--- config.mk ---
export PLATFORM = sky130hd
export DESIGN_NAME = packet_deparser
export DESIGN_NICKNAME = d
export VERILOG_FILES = /design/src/rtl/deparser_pkg.sv /design/src/rtl/ipv4_csum_acc.sv /design/src/rtl/packet_deparser.sv
export SDC_FILE = /design/constraint.sdc
export NUM_CORES = 1
export LEC_CHECK = 0
export CORE_MARGIN = 2
export CORE_UTILIZATION = 55
export DETAILED_ROUTE_END_ITERATION = 12
export GPL_ROUTABILITY_DRIVEN = 0
export PLACE_DENSITY = 0.83
export SLEW_MARGIN = 20
export SYNTH_ARGS = -nofsm -noshare
export SYNTH_HDL_FRONTEND = slang
export SYNTH_HIERARCHICAL = 1
export SYNTH_SLANG_ARGS = --single-unit
--- constraint.sdc ---
create_clock -name clk -period 4.5 [get_ports clk]
set_input_delay 0.9 -clock clk [delete_from_list [all_inputs] [get_ports clk]]
set_output_delay 0.9 -clock clk [all_outputs]
set_load 0.02 [all_outputs]
--- src/rtl/deparser_pkg.sv ---
// Shared types and constants for the packet deparser: FSM encoding, Ethertypes, IP protocols, header lengths.
package deparser_pkg;

  typedef enum logic [2:0] {
    S_IDLE   = 3'd0,
    S_CSUM   = 3'd1,
    S_FOLD   = 3'd2,
    S_STREAM = 3'd3,
    S_DONE   = 3'd4
  } state_t;

  localparam logic [15:0] ETH_TYPE_IPV4 = 16'h0800;
  localparam logic [15:0] TPID_VLAN     = 16'h8100;

  localparam logic [7:0] PROTO_TCP = 8'd6;
  localparam logic [7:0] PROTO_UDP = 8'd17;

  localparam logic [6:0] ETH_HDR_LEN  = 7'd14;
  localparam logic [6:0] VLAN_TAG_LEN = 7'd4;
  localparam logic [6:0] IPV4_HDR_LEN = 7'd20;
  localparam logic [6:0] TCP_HDR_LEN  = 7'd20;
  localparam logic [6:0] UDP_HDR_LEN  = 7'd8;

  // Unknown protocols carry no L4 header.
  function automatic logic [6:0] l4_len(input logic [7:0] proto);
    case (proto)
      PROTO_TCP: l4_len = TCP_HDR_LEN;
      PROTO_UDP: l4_len = UDP_HDR_LEN;
      default:   l4_len = 7'd0;
    endcase
  endfunction

endpackage

--- src/rtl/ipv4_csum_acc.sv ---
// IPv4 header checksum: 20-bit word accumulator, cleared per build; fold and invert are combinational on the sum.
module ipv4_csum_acc (
  input  logic        clk,
  input  logic        rst_n,
  input  logic        i_clr,
  input  logic        i_word_vld,
  input  logic [15:0] i_word,
  output logic [15:0] o_csum
);

  logic [19:0] r_acc;
  logic [16:0] w_fold1;
  logic [16:0] w_fold2;

  always_ff @(posedge clk or negedge rst_n) begin
    if (!rst_n) begin
      r_acc <= 20'h0;
    end else if (i_clr) begin
      r_acc <= 20'h0;
    end else if (i_word_vld) begin
      r_acc <= r_acc + {4'h0, i_word};
    end
  end

  // Ten 16-bit words fit in 20 bits; two end-around carry folds always settle the sum.
  assign w_fold1 = {1'b0, r_acc[15:0]} + {13'h0, r_acc[19:16]};
  assign w_fold2 = {1'b0, w_fold1[15:0]} + {16'h0, w_fold1[16]};
  assign o_csum  = ~w_fold2[15:0];

endmodule

--- src/rtl/packet_deparser.sv ---
// Builds Ethernet(+802.1Q)/IPv4/TCP|UDP headers from fields and streams them one byte per cycle (valid/ready).
// Define DEPARSER_CSUM_EN to compute the IPv4 header checksum; otherwise the field is zero and streaming starts at once.
module packet_deparser
  import deparser_pkg::*;
#(
  parameter logic [15:0] TCP_WINDOW  = 16'hFFFF,
  parameter bit          IP_FLAGS_DF = 1'b1
) (
  input  logic        clk,
  input  logic        rst_n,
  input  logic        build_start,
  input  logic [47:0] dst_mac,
  input  logic [47:0] src_mac,
  input  logic        has_vlan,
  input  logic [11:0] vlan_id,
  input  logic [5:0]  dscp,
  input  logic [1:0]  ecn,
  input  logic [7:0]  ttl,
  input  logic [7:0]  ip_proto,
  input  logic [31:0] src_ip,
  input  logic [31:0] dst_ip,
  input  logic [15:0] src_port,
  input  logic [15:0] dst_port,
  input  logic [7:0]  tcp_flags,
  input  logic [15:0] payload_len,
  input  logic        out_ready,
  output logic        out_valid,
  output logic [7:0]  out_data,
  output logic        out_last,
  output logic [6:0]  hdr_len,
  output logic        busy,
  output logic        build_done
);

  state_t r_state, w_next;

  logic [47:0] r_dst_mac, r_src_mac;
  logic        r_has_vlan;
  logic [11:0] r_vlan_id;
  logic [7:0]  r_tos, r_ttl, r_proto, r_tcp_flags;
  logic [31:0] r_src_ip, r_dst_ip;
  logic [15:0] r_src_port, r_dst_port;
  logic [15:0] r_total_len, r_udp_len, r_csum;
  logic [6:0]  r_hdr_len;
  logic [5:0]  r_idx;

  logic         w_start, w_xfer;
  logic [6:0]   w_l4_len;
  logic [111:0] w_eth_plain;
  logic [143:0] w_eth_vlan;
  logic [159:0] w_ip, w_l4;
  logic [463:0] w_all, w_shift;

  assign w_start  = (r_state == S_IDLE) && build_start;
  assign w_xfer   = out_valid && out_ready;
  assign w_l4_len = l4_len(ip_proto);

  always_ff @(posedge clk or negedge rst_n) begin
    if (!rst_n) begin
      r_dst_mac   <= 48'h0;
      r_src_mac   <= 48'h0;
      r_has_vlan  <= 1'b0;
      r_vlan_id   <= 12'h0;
      r_tos       <= 8'h0;
      r_ttl       <= 8'h0;
      r_proto     <= 8'h0;
      r_tcp_flags <= 8'h0;
      r_src_ip    <= 32'h0;
      r_dst_ip    <= 32'h0;
      r_src_port  <= 16'h0;
      r_dst_port  <= 16'h0;
      r_total_len <= 16'h0;
      r_udp_len   <= 16'h0;
      r_hdr_len   <= 7'h0;
    end else if (w_start) begin
      r_dst_mac   <= dst_mac;
      r_src_mac   <= src_mac;
      r_has_vlan  <= has_vlan;
      r_vlan_id   <= vlan_id;
      r_tos       <= {dscp, ecn};
      r_ttl       <= ttl;
      r_proto     <= ip_proto;
      r_tcp_flags <= tcp_flags;
      r_src_ip    <= src_ip;
      r_dst_ip    <= dst_ip;
      r_src_port  <= src_port;
      r_dst_port  <= dst_port;
      r_total_len <= {9'h0, IPV4_HDR_LEN} + {9'h0, w_l4_len} + payload_len;
      r_udp_len   <= {9'h0, UDP_HDR_LEN} + payload_len;
      r_hdr_len   <= ETH_HDR_LEN + (has_vlan ? VLAN_TAG_LEN : 7'd0) + IPV4_HDR_LEN + w_l4_len;
    end
  end

  always_ff @(posedge clk or negedge rst_n) begin
    if (!rst_n) begin
      r_idx <= 6'h0;
    end else if (w_start) begin
      r_idx <= 6'h0;
    end else if (w_xfer) begin
      r_idx <= r_idx + 6'd1;
    end
  end

`ifdef DEPARSER_CSUM_EN
  logic [3:0]  r_widx;
  logic [15:0] w_word, w_csum_fold;

  always_comb begin
    w_word = 16'h0;
    case (r_widx)
      4'd0:    w_word = {8'h45, r_tos};
      4'd1:    w_word = r_total_len;
      4'd3:    w_word = {1'b0, IP_FLAGS_DF, 14'h0};
      4'd4:    w_word = {r_ttl, r_proto};
      4'd6:    w_word = r_src_ip[31:16];
      4'd7:    w_word = r_src_ip[15:0];
      4'd8:    w_word = r_dst_ip[31:16];
      4'd9:    w_word = r_dst_ip[15:0];
      default: w_word = 16'h0;
    endcase
  end

  always_ff @(posedge clk or negedge rst_n) begin
    if (!rst_n) begin
      r_widx <= 4'h0;
    end else if (w_start) begin
      r_widx <= 4'h0;
    end else if (r_state == S_CSUM) begin
      r_widx <= r_widx + 4'd1;
    end
  end

  ipv4_csum_acc u_csum (
    .clk        (clk),
    .rst_n      (rst_n),
    .i_clr      (w_start),
    .i_word_vld (r_state == S_CSUM),
    .i_word     (w_word),
    .o_csum     (w_csum_fold)
  );

  always_ff @(posedge clk or negedge rst_n) begin
    if (!rst_n) begin
      r_csum <= 16'h0;
    end else if (w_start) begin
      r_csum <= 16'h0;
    end else if (r_state == S_FOLD) begin
      r_csum <= w_csum_fold;
    end
  end
`else
  always_ff @(posedge clk or negedge rst_n) begin
    if (!rst_n) begin
      r_csum <= 16'h0;
    end else if (w_start) begin
      r_csum <= 16'h0;
    end
  end
`endif

  // Whole header as one vector, left-aligned so byte index 0 is always the top byte.
  assign w_eth_plain = {r_dst_mac, r_src_mac, ETH_TYPE_IPV4};
  assign w_eth_vlan  = {r_dst_mac, r_src_mac, TPID_VLAN, 4'h0, r_vlan_id, ETH_TYPE_IPV4};
  assign w_ip = {8'h45, r_tos, r_total_len, 16'h0, 1'b0, IP_FLAGS_DF, 14'h0,
                 r_ttl, r_proto, r_csum, r_src_ip, r_dst_ip};

  always_comb begin
    w_l4 = 160'h0;
    if (r_proto == PROTO_TCP) begin
      w_l4 = {r_src_port, r_dst_port, 32'h0, 32'h0, 8'h50, r_tcp_flags, TCP_WINDOW, 16'h0, 16'h0};
    end else if (r_proto == PROTO_UDP) begin
      w_l4 = {r_src_port, r_dst_port, r_udp_len, 16'h0, 96'h0};
    end
  end

  assign w_all   = r_has_vlan ? {w_eth_vlan, w_ip, w_l4} : {w_eth_plain, w_ip, w_l4, 32'h0};
  assign w_shift = w_all << {r_idx, 3'b000};

  always_ff @(posedge clk or negedge rst_n) begin
    if (!rst_n) begin
      r_state <= S_IDLE;
    end else begin
      r_state <= w_next;
    end
  end

  always_comb begin
    w_next     = r_state;
    out_valid  = 1'b0;
    busy       = 1'b0;
    build_done = 1'b0;
    case (r_state)
      S_IDLE: begin
        if (build_start) begin
`ifdef DEPARSER_CSUM_EN
          w_next = S_CSUM;
`else
          w_next = S_STREAM;
`endif
        end
      end
`ifdef DEPARSER_CSUM_EN
      S_CSUM: begin
        busy = 1'b1;
        if (r_widx == 4'd9) w_next = S_FOLD;
      end
      S_FOLD: begin
        busy   = 1'b1;
        w_next = S_STREAM;
      end
`endif
      S_STREAM: begin
        busy      = 1'b1;
        out_valid = 1'b1;
        if (out_ready && ({1'b0, r_idx} == r_hdr_len - 7'd1)) w_next = S_DONE;
      end
      S_DONE: begin
        build_done = 1'b1;
        w_next     = S_IDLE;
      end
      default: w_next = S_IDLE;
    endcase
  end

  assign out_data = out_valid ? w_shift[463:456] : 8'h0;
  assign out_last = out_valid && ({1'b0, r_idx} == r_hdr_len - 7'd1);
  assign hdr_len  = r_hdr_len;

endmodule

==> flow_summary_export.csv <==
group,metric,value,unit
run_status,status,"finished, violations left",
hold_path,hold_class,"in2async",
critical_path,required,3600,ps
placed_design,place_inst,2325,
floorplanning,rows,60,
power,power_per_cell_area,701,nW/um^2
final_layout,syn2layout_area_growth,28.7,%
final_layout,drive_gt1_share,10.4,%
routing,vias,14400,
floorplanning,die_x,171,um
timing,final.setup.worst_slack,-91.8,ps
timing,rsz0062_at_grt,"true",
routing,drt_iter0_drc,2141,
grt,grt-ovfl-total,0,
clock_tree,cts_buffer_depth,3,
final_layout,num-nets-final,2262,
clock_tree,cts_tree,"done",
synth,yosys-top-cells-area,"dfrtp_1 46%, nand2_1 20%, mux4_2 7.1%",
timing,finalSetupViolCount,1,
clock_tree,hold_buffers,0,
timing,min_period_over_period,102,%
critical_path,start_kind,"flip-flop",
synth,yosys_warnings,6,
critical_path,slowest_stage,"clkdlybuf4s50_1",
clock_tree,clkTransAtPathRegs,60,ps
placed_design,dp_slack,7.95,ps
timing,slew_headroom,31.9,%
clock_tree,clock_latency,560,ps
routing,wl,49400,um
floorplanning,io_pins,276,
floorplanning,die_h,171,um
critical_path,critPathBufInv,1,
routing,drc,0,
synth,synth_cells,1757,
synth,netlist_area,15300,um^2
final_layout,fin_util,72.5,%
floorplanning,initial_core_util,56.3,%
final_layout,final-seq-area,7040,um^2
final_layout,fillers,1910,
synth,ys_seq_elements,281,
critical_path,critPathMaxFanout,7,
grt,grt_first_pass_wirelength,75800,um
synth,async_flop_share,100,%
timing,maxSlewViolCount,0,
timing,max_clock_freq,218,MHz
timing,hold_viol_final,0,
synth,syn_avg_cell_area,8.68,um^2
critical_path,cpPeakStageDelay,630,ps
final_layout,final_cell_count_no_fill,2387,
power,max-vdd-ir-drop,420,uV
timing,fin_crit,4590,ps
synth,ys_seq_area_share,46.1,%
synth,yosysTopAreaCell,"dfrtp_1",
clock_tree,cts_max_level,1,
run_status,violations,"negative setup slack",
grt,antenna_found_initial,0,
final_layout,multi_input_area,7710,um^2
floorplanning,core,27100,um^2
grt,grtUsageTotal,33.7,%
clock_tree,cts_num_sinks,281,
placed_design,hpwl,34800,um
critical_path,end_kind,"output port",
grt,grt_start_max_net_pins,110,
synth,syn_nets,2027,
critical_path,worstPathCellList,"or3_1, or4_4, o21ai_0, a221oi_1, nor4_1, o21a_1, clkdlybuf4s50_1",
floorplanning,die_area,29100,um^2
synth,ys_dominant_reg_cell,"dfrtp_1",
timing,worst_slew_pin_slew,1010,ps
power,p_leak,9.18,nW
clock_tree,numCtsBuffers,29,
grt,grt_pass1_vias,14100,
critical_path,critPathKind,"reg2out",
flow_run,max_cap_violations,0,
synth,yosysTopAreaCellShare,46.1,%
critical_path,critPathArrivalTime,3690,ps
placed_design,portBuffers,274,
routing,viasPerCell,6.05,
routing,avgRoutedWirePerCell,20.7,um
final_layout,antenna_cells,0,
clock_tree,cts-root-buf,"clkbuf_16",
synth,synth_cell_type_count,75,
synth,synth-edff-count,0,
critical_path,path_delay_family,"simple AND/OR/NAND/NOR gates",
routing,ant_nets,0,
timing,finalClockSkew,12.3,ps
routing,first_pass_iters,10,
## worst paths after layout
kind | from | endpoint | slack [ps] | depth (start not counted)
worst max-delay path | r_proto[6] | out_data[3] | -90 | 7
worst min-delay path | rst_n | r_src_port[9] | 350 | 1
worst max register to register | r_idx[1] | r_idx[3] | 2320 | 5
min in group clk | r_dst_mac[35] | r_dst_mac[35] | 470 | 2
max in group asynchronous | rst_n | r_src_port[15] | 3000 | 2
worst min register to register | r_dst_mac[35] | r_dst_mac[35] | 470 | 2
## worst register-to-register path, cell delays in order (launching register included)
cell and delay, ps:
dfrtp_2 610, buf_4 280, and2_1 320, nand2_1 310, or3_1 420, a21oi_1 150
## where the power goes
| part | leakage, nW | internal [mW] | total [mW] | switching [mW] |
|---|---|---|---|---|
| Clock | 0.522 | 1.59 | 2.60 | 1.01 |
| Sequential | 3.49 | 3.70 | 4.84 | 1.14 |
| Combinational | 5.16 | 2.77 | 6.32 | 3.55 |
| Total | 9.18 | 8.05 | 13.8 | 5.71 |
## flip-flops by register name, indices dropped and copies added (netlist names)
signal	count
r_dst_port	16
r_idx	6
r_src_ip	32
r_src_port	16
r_tcp_flags	8
r_src_mac	48
r_state	2
hdr_len	6
r_tos	8
r_proto	8
r_dst_ip	32
r_has_vlan	1
r_dst_mac	48
r_total_len	16
r_ttl	8
r_udp_len	14
r_vlan_id	12
## layout by cell type (no fill, tap or decap), types with 6 or more instances in the layout
cell type / n
a211oi_1: 12
a21oi_1: 39
a221o_1: 7
a221oi_1: 9
a31oi_1: 10
buf_12: 11
buf_4: 39
clkbuf_16: 29
clkbuf_8: 11
clkdlybuf4s50_1: 266
clkinv_1: 6
dfrtp_1: 277
ha_1: 12
inv_1: 15
mux2_2: 30
mux2i_1: 41
mux4_2: 48
nand2_1: 812
nand2b_1: 10
nand3_1: 17
nor2_1: 40
nor2b_1: 8
nor3_1: 11
nor4_1: 10
o21ai_0: 65
o22ai_1: 9
xnor2_1: 22
xor2_1: 13
## repair_timing
item / CTS / global route
buffers inserted: 8 / 0
gates resized for setup: 17 / 11
endpoints found under the setup margin: 8 / 6
pin swaps: 0 / 1
## Yosys cell counts, types with 12 or more instances
cell type / number
nand2_1: 813
mux4_2: 48
dfrtp_1: 281
xor2_1: 13
nor3_1: 13
mux2i_1: 41
mux2_2: 30
nand3_1: 17
buf_2: 19
buf_1: 17
clkbuf_1: 76
nor2_1: 40
a21oi_1: 39
inv_1: 15
xnor2_1: 22
o21ai_0: 67
a211oi_1: 14
ha_1: 12
## cell type report
type / instances / area share (%)
clock inverters: 10 / 0.784
inverters: 21 / 0.401
multi-input cells: 1333 / 39.3
flip-flops and latches: 281 / 35.8
clock buffers: 44 / 4.54
well taps: 372 / 2.37
repair buffers: 326 / 16.8
## through the flow
step	hold WS (ps)	area, um^2	TNS (ps)	total power, mW
6_report	347	19600	-91.8	13.8
5_1_grt	438	19600	-122	14.4
4_1_cts	405	19600	0	13.5
3_5_place_dp	459	18400	0	10.7
3_3_place_gp	452	18400	0	10.4
2_1_floorplan	437	15300	0	8.39
## cells by family after synthesis
logic type / after synthesis / share of synthesized area (%)
muxes: 120 / 12.2
and+or+nand+nor: 940 / 24.6
xor gates and xnor gates: 35 / 2.01
other: 1 / 0.0246
DFF: 281 / 46.1
buffers and inverters: 143 / 3.98
adders and majority gates: 14 / 1.18
AOI/OAI and AO/OA: 223 / 9.92
## per-layer routing
layer,global-route usage [%],up-vias,part of all wire (%)
met3,8.05,290,11
met5,0,-,0
li1,-,6385,-
met2,54.8,992,47
met4,15.8,0,6.0
met1,42.8,6781,37
No activity file was read; power rests on OpenSTA's default activity.
